[src/rtl/timing_gen.sv]
// Horizontal/vertical display timing counters with single-cycle decode strobes.
// Optional frame counter enabled by defining TIMING_FRAME_COUNT_EN.
module timing_gen #(
  parameter int unsigned H_VISIBLE = 640,
  parameter int unsigned H_FRONT   = 16,
  parameter int unsigned H_SYNC    = 96,
  parameter int unsigned H_BACK    = 48,
  parameter int unsigned V_VISIBLE = 480,
  parameter int unsigned V_FRONT   = 10,
  parameter int unsigned V_SYNC    = 2,
  parameter int unsigned V_BACK    = 33,
  localparam int unsigned CNT_W    = 10,
  localparam int unsigned FC_W     = 8
) (
  input  logic             clk,
  input  logic             nrst,
  output logic [CNT_W-1:0] hCount,
  output logic [CNT_W-1:0] vCount,
  output logic             hBeginPulse,
  output logic             hEndPulse,
  output logic             hCountEnd,
  output logic             hVisEnd,
  output logic             vBeginPulse,
  output logic             vEndPulse,
  output logic             vCountZero,
  output logic             vVisEnd,
  output logic             vCountEnd,
  output logic             vEndActive,
  output logic             frameStart,
  output logic [FC_W-1:0]  frameCount
);

  localparam int unsigned H_TOTAL = H_VISIBLE + H_FRONT + H_SYNC + H_BACK;
  localparam int unsigned V_TOTAL = V_VISIBLE + V_FRONT + V_SYNC + V_BACK;
  localparam int unsigned H_INC   = H_VISIBLE + H_FRONT - 1;

  localparam logic [CNT_W-1:0] H_LAST     = CNT_W'(H_TOTAL - 1);
  localparam logic [CNT_W-1:0] H_INC_C    = CNT_W'(H_INC);
  localparam logic [CNT_W-1:0] H_SYNC_END = CNT_W'(H_INC + H_SYNC);
  localparam logic [CNT_W-1:0] H_VIS_LAST = CNT_W'(H_VISIBLE - 1);
  localparam logic [CNT_W-1:0] V_LAST     = CNT_W'(V_TOTAL - 1);
  localparam logic [CNT_W-1:0] V_SYNC_BEG = CNT_W'(V_VISIBLE + V_FRONT);
  localparam logic [CNT_W-1:0] V_SYNC_END = CNT_W'(V_VISIBLE + V_FRONT + V_SYNC);
  localparam logic [CNT_W-1:0] V_VIS_C    = CNT_W'(V_VISIBLE);
  localparam logic [CNT_W-1:0] V_VIS_LAST = CNT_W'(V_VISIBLE - 1);

  // Counters are fixed at 10 bits; larger timings cannot be represented.
  if (H_TOTAL > 1024 || V_TOTAL > 1024) begin : g_badTiming
    $error("timing_gen: H_TOTAL/V_TOTAL exceed 10-bit counter range");
  end

  // vCount advances mid-line so it already holds the next line at hCountEnd.
  always_ff @(posedge clk or negedge nrst) begin
    if (!nrst) begin
      hCount <= '0;
      vCount <= '0;
    end else begin
      hCount <= (hCount == H_LAST) ? '0 : hCount + CNT_W'(1);
      if (hCount == H_INC_C) begin
        vCount <= (vCount == V_LAST) ? '0 : vCount + CNT_W'(1);
      end
    end
  end

  assign hBeginPulse = (hCount == H_INC_C);
  assign hEndPulse   = (hCount == H_SYNC_END);
  assign hCountEnd   = (hCount == H_LAST);
  assign hVisEnd     = (hCount == H_VIS_LAST);
  assign vBeginPulse = hCountEnd & (vCount == V_SYNC_BEG);
  assign vEndPulse   = hCountEnd & (vCount == V_SYNC_END);
  assign vCountZero  = (vCount == '0);
  assign vVisEnd     = (vCount == V_VIS_C);
  assign vCountEnd   = (vCount == V_LAST);
  assign vEndActive  = (vCount == V_VIS_LAST);

`ifdef TIMING_FRAME_COUNT_EN
  logic [FC_W-1:0] frameCnt;

  assign frameStart = hCountEnd & vCountZero;
  assign frameCount = frameCnt;

  always_ff @(posedge clk or negedge nrst) begin
    if (!nrst) begin
      frameCnt <= '0;
    end else if (frameStart) begin
      frameCnt <= frameCnt + FC_W'(1);
    end
  end
`else
  assign frameStart = 1'b0;
  assign frameCount = '0;
`endif

endmodule

[config.mk]
export PLATFORM = sky130hd
export DESIGN_NAME = timing_gen
export DESIGN_NICKNAME = d
export VERILOG_FILES = /design/src/rtl/timing_gen.sv
export SDC_FILE = /design/constraint.sdc
export NUM_CORES = 1
export LEC_CHECK = 0
export ABC_AREA = 0
export CAP_MARGIN = 20
export CORE_UTILIZATION = 40
export DETAILED_ROUTE_END_ITERATION = 10
export GPL_TIMING_DRIVEN = 0
export PLACE_DENSITY = 0.75
export SLEW_MARGIN = 10
export SYNTH_ARGS = -nofsm -noshare
export SYNTH_HDL_FRONTEND = slang
export SYNTH_SLANG_ARGS = --single-unit
[constraint.sdc]
create_clock -name clk -period 1.7 [get_ports clk]
set_clock_uncertainty 0.1 [all_clocks]
set_input_delay 0.34 -clock clk [delete_from_list [all_inputs] [get_ports clk]]
set_output_delay 0.34 -clock clk [all_outputs]
set_load 0.05 [all_outputs]
==> impl_metrics.py, run 1 <==
metrics = {
    "worst_setup_path": {
        "critPathLaunchType": "register",
        "path_max_fanout": 4,
        "cp.required_ps": 1260,
        "crit_path_top_delay_cell": "dfrtp_2",
        "crit_family": "simple AND/OR/NAND/NOR gates",
        "crit_chain": "ha_4, nand4_1, nor2_1, nand4_1, buf_6, nor3_4, buf_6",
        "worst_setup_path_end_kind": "primary output",
        "critical_path_class": "register to primary output",
        "crit_buf_inv": 2,
        "worst-endpoint-arrival_ps": 1740,
        "critical_path.max_stage_delay_ps": 410,
    },
    "route": {
        "drt_iter0_markers": 52,
        "drc": 0,
        "first_pass_iters": 4,
        "dr_total_vias": 1219,
        "via_per_inst": 5.21,
        "routed_wl_um": 3630,
        "wl_per_cell_um": 15.5,
        "ant_nets": 0,
    },
    "final_layout": {
        "final_cells": 234,
        "area_growth_pct": 79.9,
        "final_layout_size_suffix_gt1_share_pct": 65.5,
        "antenna_cells": 0,
        "layout_commonest_cell": "buf_4",
        "layout_common_cells": "buf_4, dfrtp_2, nor2_1",
        "seqCellArea_um2": 523,
        "finalInstanceArea_um2": 2140,
        "fin_util_pct": 76.8,
        "nets": 210,
        "fillers": 195,
        "multi_input_area_um2": 841,
    },
    "die": {
        "die_height_um": 56.5,
        "num_io_pins": 41,
        "die_w_um": 56.5,
        "coreArea_um2": 2780,
        "dieArea_um2": 3190,
        "placementRows": 19,
        "initial_core_util_pct": 42.7,
    },
    "place": {
        "place_congestion": 0.842,
        "port_buffers": 31,
        "place_ws_ps": -1020,
        "place_inst": 195,
        "place_hpwl_um": 2070,
        "place_area_um2": 1790,
    },
    "yosys": {
        "ys_warn_count": 0,
        "synth.avg_cell_area_um2": 9.50,
        "synth_ff_type": "dfrtp_1",
        "ys_ff_latch": 20,
        "netlist_area_um2": 1190,
        "ys_seq_area_share_pct": 42.1,
        "synth_top_area_share_pct": 42.1,
        "syn_inst": 125,
        "yosys-top-cells-area": "dfrtp_1, buf_4, nor2_1",
        "synth-edff-count": 0,
        "synthArstFlopShare_pct": 100,
        "yosysTopAreaCell": "dfrtp_1",
        "synth_cell_types": 37,
    },
    "clocking": {
        "cts_hold_buf": 0,
        "clkTransAtPathRegs_ps": 130,
        "cts_made_buffers": 3,
        "cts_buffer_depth": 2,
        "cts_tree": "built",
        "clkSinkCount": 20,
        "clock_latency_ps": 320,
        "htreeDepth": 1,
        "cts_root_buffer": "clkbuf_4",
    },
    "global_route": {
        "grt_max_degree": 21,
        "grt_busiest_layer": "met2",
        "grt_usage_pct": 22.1,
        "grt_util_met2_pct": 35.6,
        "antenna_found_initial": 0,
        "grt_pass1_vias": 1154,
        "met3_usage_pct": 4.38,
        "grt_pass1_wl_um": 5400,
        "gr-total-overflow": 0,
        "use_met1_pct": 28.6,
    },
    "sta": {
        "fmax_ghz": 0.458,
        "tns_ps": -3600,
        "setup_viol": 13,
        "fin_crit_sh_pct": 128,
        "hold_ws_ps": 193,
        "rsz0062_at_grt": "yes",
        "drv_slew": 0,
        "setup_ws_ps": -484,
        "hold_viol": 0,
        "fin_crit_ps": 2180,
    },
    "hold_path": {
        "worst_hold_path_type": "primary input to async pin",
    },
    "job": {
        "drv_cap": 0,
    },
    "outcome": {
        "violations": "setup timing",
        "outcome": "finished, violations left",
    },
    "power_and_ir_drop": {
        "p_per_area_nw_per_um2": 450,
        "leakage_nw": 0.992,
        "ir_drop_uv": 510,
        "total_power_mw": 0.962,
    },
}
-- cells in the mapped netlist (2+ instances only) --
cell and number:
and4_1 2, buf_4 9, xor2_1 6, nand4_1 3, nor4_1 3, nand3_1 11, and3_1 3, or2_2 2
o31ai_1 2, nor2b_1 2, nand2_1 7, nor2_1 15, xnor2_1 5, buf_2 2, a21oi_1 2, dfrtp_1 20
ha_1 4, inv_1 3, nor3_1 4, a31oi_1 2, nand2b_1 2
-- path summary, 6_finish.rpt --
check                                     from               endpoint  slack (ps)  cells past startpoint
max                        hCount[1]$_DFF_PN0_              vEndPulse        -480                      7
min                                       nrst  vCount[8]$_DFFE_PN0P_         190                      1
max reg2reg                hCount[4]$_DFF_PN0_  vCount[4]$_DFFE_PN0P_         -60                      6
min reg2reg                hCount[2]$_DFF_PN0_    hCount[2]$_DFF_PN0_         440                      1
max in group asynchronous                 nrst    hCount[9]$_DFF_PN0_         870                      2
min in group clk           hCount[2]$_DFF_PN0_    hCount[2]$_DFF_PN0_         440                      1
-- metal layers --
layer | vias up | part of all wire, %
li1 | 572 | -
met1 | 596 | 43
met2 | 44 | 51
met3 | 7 | 4.2
met4 | 0 | 1.7
met5 | - | 0
-- cell type report --
cell class	instances	share of cell area, %
multi-input cells	97	39.4
repair buffers	66	26.3
flip-flops and latches	20	24.5
plain buffers	11	3.87
well taps	31	1.82
inverters	5	1.70
clock inverters	1	1.41
clock buffers	3	1.05
-- state kept, by name, summed over array words and instances, names as in the netlist --
| name | count |
|---|---|
| hCount | 10 |
| vCount | 10 |
-- where the power goes --
| group | total [mW] | switching (mW) | leakage (nW) | internal, mW |
|---|---|---|---|---|
| Sequential | 0.475 | 0 | 0.238 | 0.475 |
| Combinational | 0.0752 | 0.0559 | 0.726 | 0.0194 |
| Clock | 0.411 | 0.173 | 0.0279 | 0.239 |
-- cells by family (layout without fill, tap and decap cells) --
group,count (synthesis),in the layout,synth area share (%)
other,1,9,0.316
adders and majority gates,4,4,4.22
and+or+nand+nor,62,62,29.4
AOI/OAI and AO/OA,9,9,5.37
muxes,2,2,2.21
buffers and inverters,16,86,8.22
DFF,20,20,42.1
xor gates and xnor gates,11,11,8.11
-- what timing repair did --
action                     4_1_cts  5_1_grt
gates resized for setup        121       31
cloned                           0        0
buffers inserted                23       12
setup endpoints to repair       37       28
pin swaps                       12        7
(Power assumes the default switching activity.)
==> inputs of run 2 (changes only) <==
--- a/config.mk
+++ b/config.mk
@@ -15,3 +15,4 @@
 export SYNTH_ARGS = -nofsm -noshare
 export SYNTH_HDL_FRONTEND = slang
 export SYNTH_SLANG_ARGS = --single-unit
+export TNS_END_PERCENT = 30
==> run 2 against run 1 <==
Compared with the run above:
- the flow still finishes with violations (setup timing)
- worst setup slack better by 68 ps
- maximum frequency rose by 3.2%
- sequential power about the same
- clock power is 31% lower
- final area shrank 3.9%
- via count is 3.9% lower
- sequential share of layout area rose by 0.98 points
- largest power group unchanged
==> impl_metrics.py, run 2 (same netlist as run 1, synthesis figures left out) <==
metrics = {
    "final_layout": {
        "final_cells": 227,
        "layout_common_cells": "buf_4, dfrtp_2, buf_6",
        "finalInstanceArea_um2": 2050,
        "area_growth_pct": 72.9,
        "layout_commonest_cell": "buf_4",
        "reg_top3": "hCount (10), vCount (10)",
        "antenna_cells": 0,
        "final_layout_size_suffix_gt1_share_pct": 64.8,
        "nets": 203,
        "fin_util_pct": 73.8,
    },
    "place": {
        "place_ws_ps": -984,
        "port_buffers": 31,
        "place_hpwl_um": 2150,
        "place_inst": 195,
        "place_area_um2": 1760,
        "place_congestion": 0.872,
    },
    "route": {
        "dr_total_vias": 1172,
        "first_pass_iters": 4,
        "routed_wl_um": 3330,
        "drc": 0,
        "wl_per_cell_um": 14.7,
        "ant_nets": 0,
        "via_per_inst": 5.16,
        "drt_iter0_markers": 37,
    },
    "clocking": {
        "clkTransAtPathRegs_ps": 120,
        "cts_hold_buf": 0,
        "clkSinkCount": 20,
        "cts_root_buffer": "clkbuf_4",
        "cts_tree": "built",
        "cts_buffer_depth": 2,
        "clock_latency_ps": 300,
        "cts_made_buffers": 3,
        "htreeDepth": 1,
    },
    "hold_path": {
        "worst_hold_path_type": "register to register",
        "hold_start": "hCount[0]$_DFF_PN0_",
    },
    "sta": {
        "hold_ws_ps": 390,
        "hold_viol": 0,
        "fmax_ghz": 0.473,
        "fin_crit_sh_pct": 124,
        "worst_slew_pin_slew_ps": 895,
        "slew_headroom_pct": 40.2,
        "setup_viol": 11,
        "drv_slew": 0,
        "fin_crit_ps": 2120,
        "tns_ps": -3250,
        "rsz0062_at_grt": "yes",
        "setup_ws_ps": -416,
    },
    "worst_setup_path": {
        "timing.rr.start": "hCount[0]$_DFF_PN0_",
        "cp.required_ps": 1260,
        "critical_path_class": "register to primary output",
        "worstSetupStartpoint": "vCount[4]$_DFFE_PN0P_",
        "worst-endpoint-arrival_ps": 1680,
        "critPathLaunchType": "register",
        "worst_setup_path_end_kind": "primary output",
        "path_max_fanout": 7,
    },
    "power_and_ir_drop": {
        "p_comb_share_pct": 8.6,
        "leakage_nw": 0.932,
        "power.share.clock_pct": 34.1,
        "total_power_mw": 0.830,
        "p_per_area_nw_per_um2": 404,
        "p_seq_share_pct": 57.3,
        "p_int_mw": 0.622,
        "p_switching_mw": 0.208,
        "switching_share_pct": 25.0,
        "ir_drop_uv": 327,
    },
    "global_route": {
        "grt_max_degree": 21,
        "grt_usage_pct": 21.2,
        "antenna_found_initial": 0,
        "gr-total-overflow": 0,
        "grt_pass1_vias": 1107,
        "grt_pass1_wl_um": 5220,
    },
    "die": {
        "dieArea_um2": 3190,
        "die_height_um": 56.5,
        "initial_core_util_pct": 42.7,
        "die_w_um": 56.5,
        "placementRows": 19,
        "num_io_pins": 41,
        "coreArea_um2": 2780,
    },
    "outcome": {
        "violations": "setup timing",
        "outcome": "finished, violations left",
    },
    "job": {
        "drv_cap": 0,
    },
}
-- run 2: cell count changes in the layout (fill, tap and decap cells not counted), sizes merged --
cell / previous run / this run
buf: 59 / 51
bufinv: 1 / 0
clkbuf: 13 / 12
clkdlybuf4s15: 7 / 10
-- run 2: cell type report --
class / instances / area, µm²
Buffer: 11 / 90.1
Fill cell: 200 / 728
Multi-Input combinational cell: 97 / 827
Clock buffer: 4 / 36.3
Inverter: 5 / 26.3
Sequential cell: 20 / 523
Tap cell: 31 / 38.8
Timing Repair Buffer: 59 / 512
-- run 2: routing by layer --
| metal | global-route usage [%] | vias to the layer above | routed length (µm) |
|---|---|---|---|
| li1 | - | 563 | - |
| met1 | 29.1 | 568 | 1440 |
| met2 | 33.9 | 35 | 1690 |
| met3 | 2.53 | 6 | 145 |
| met4 | 8.36 | 0 | 59 |
| met5 | 0 | - | 0 |
-- run 2: repair_timing --
item	CTS	global route
pin swaps	11	9
endpoints found under the setup margin	34	27
resized for setup	126	26
endpoints found under the hold margin	0	0
buffers inserted	17	12
-- run 2: final timing paths --
| kind | to | slack [ps] | cells after the start |
|---|---|---|---|
| worst max-delay path | vEndPulse | -420 | 4 |
| worst min-delay path | hCount[0]$_DFF_PN0_ | 390 | 1 |
| worst max register to register | vCount[4]$_DFFE_PN0P_ | -20 | 7 |
| worst min register to register | hCount[0]$_DFF_PN0_ | 390 | 1 |
| max in group asynchronous | hCount[0]$_DFF_PN0_ | 460 | 1 |
| min in group asynchronous | vCount[7]$_DFFE_PN0P_ | 430 | 1 |
-- run 2: critical path: stages, from the launching register on --
cell and delay (ps):
dfrtp_2 490, nor4b_4 350, nand2_2 140, nor3_4 200, buf_6 180
-- run 2: power groups by stage --
stage / clock [mW] / sequential [mW] / combinational, mW
floorplan: 0 / 0.485 / 0.0592
global placement: 0 / 0.485 / 0.0711
detailed placement: 0 / 0.485 / 0.0713
CTS: 0.292 / 0.475 / 0.0713
global route: 0.313 / 0.476 / 0.0758
finish: 0.283 / 0.475 / 0.0715
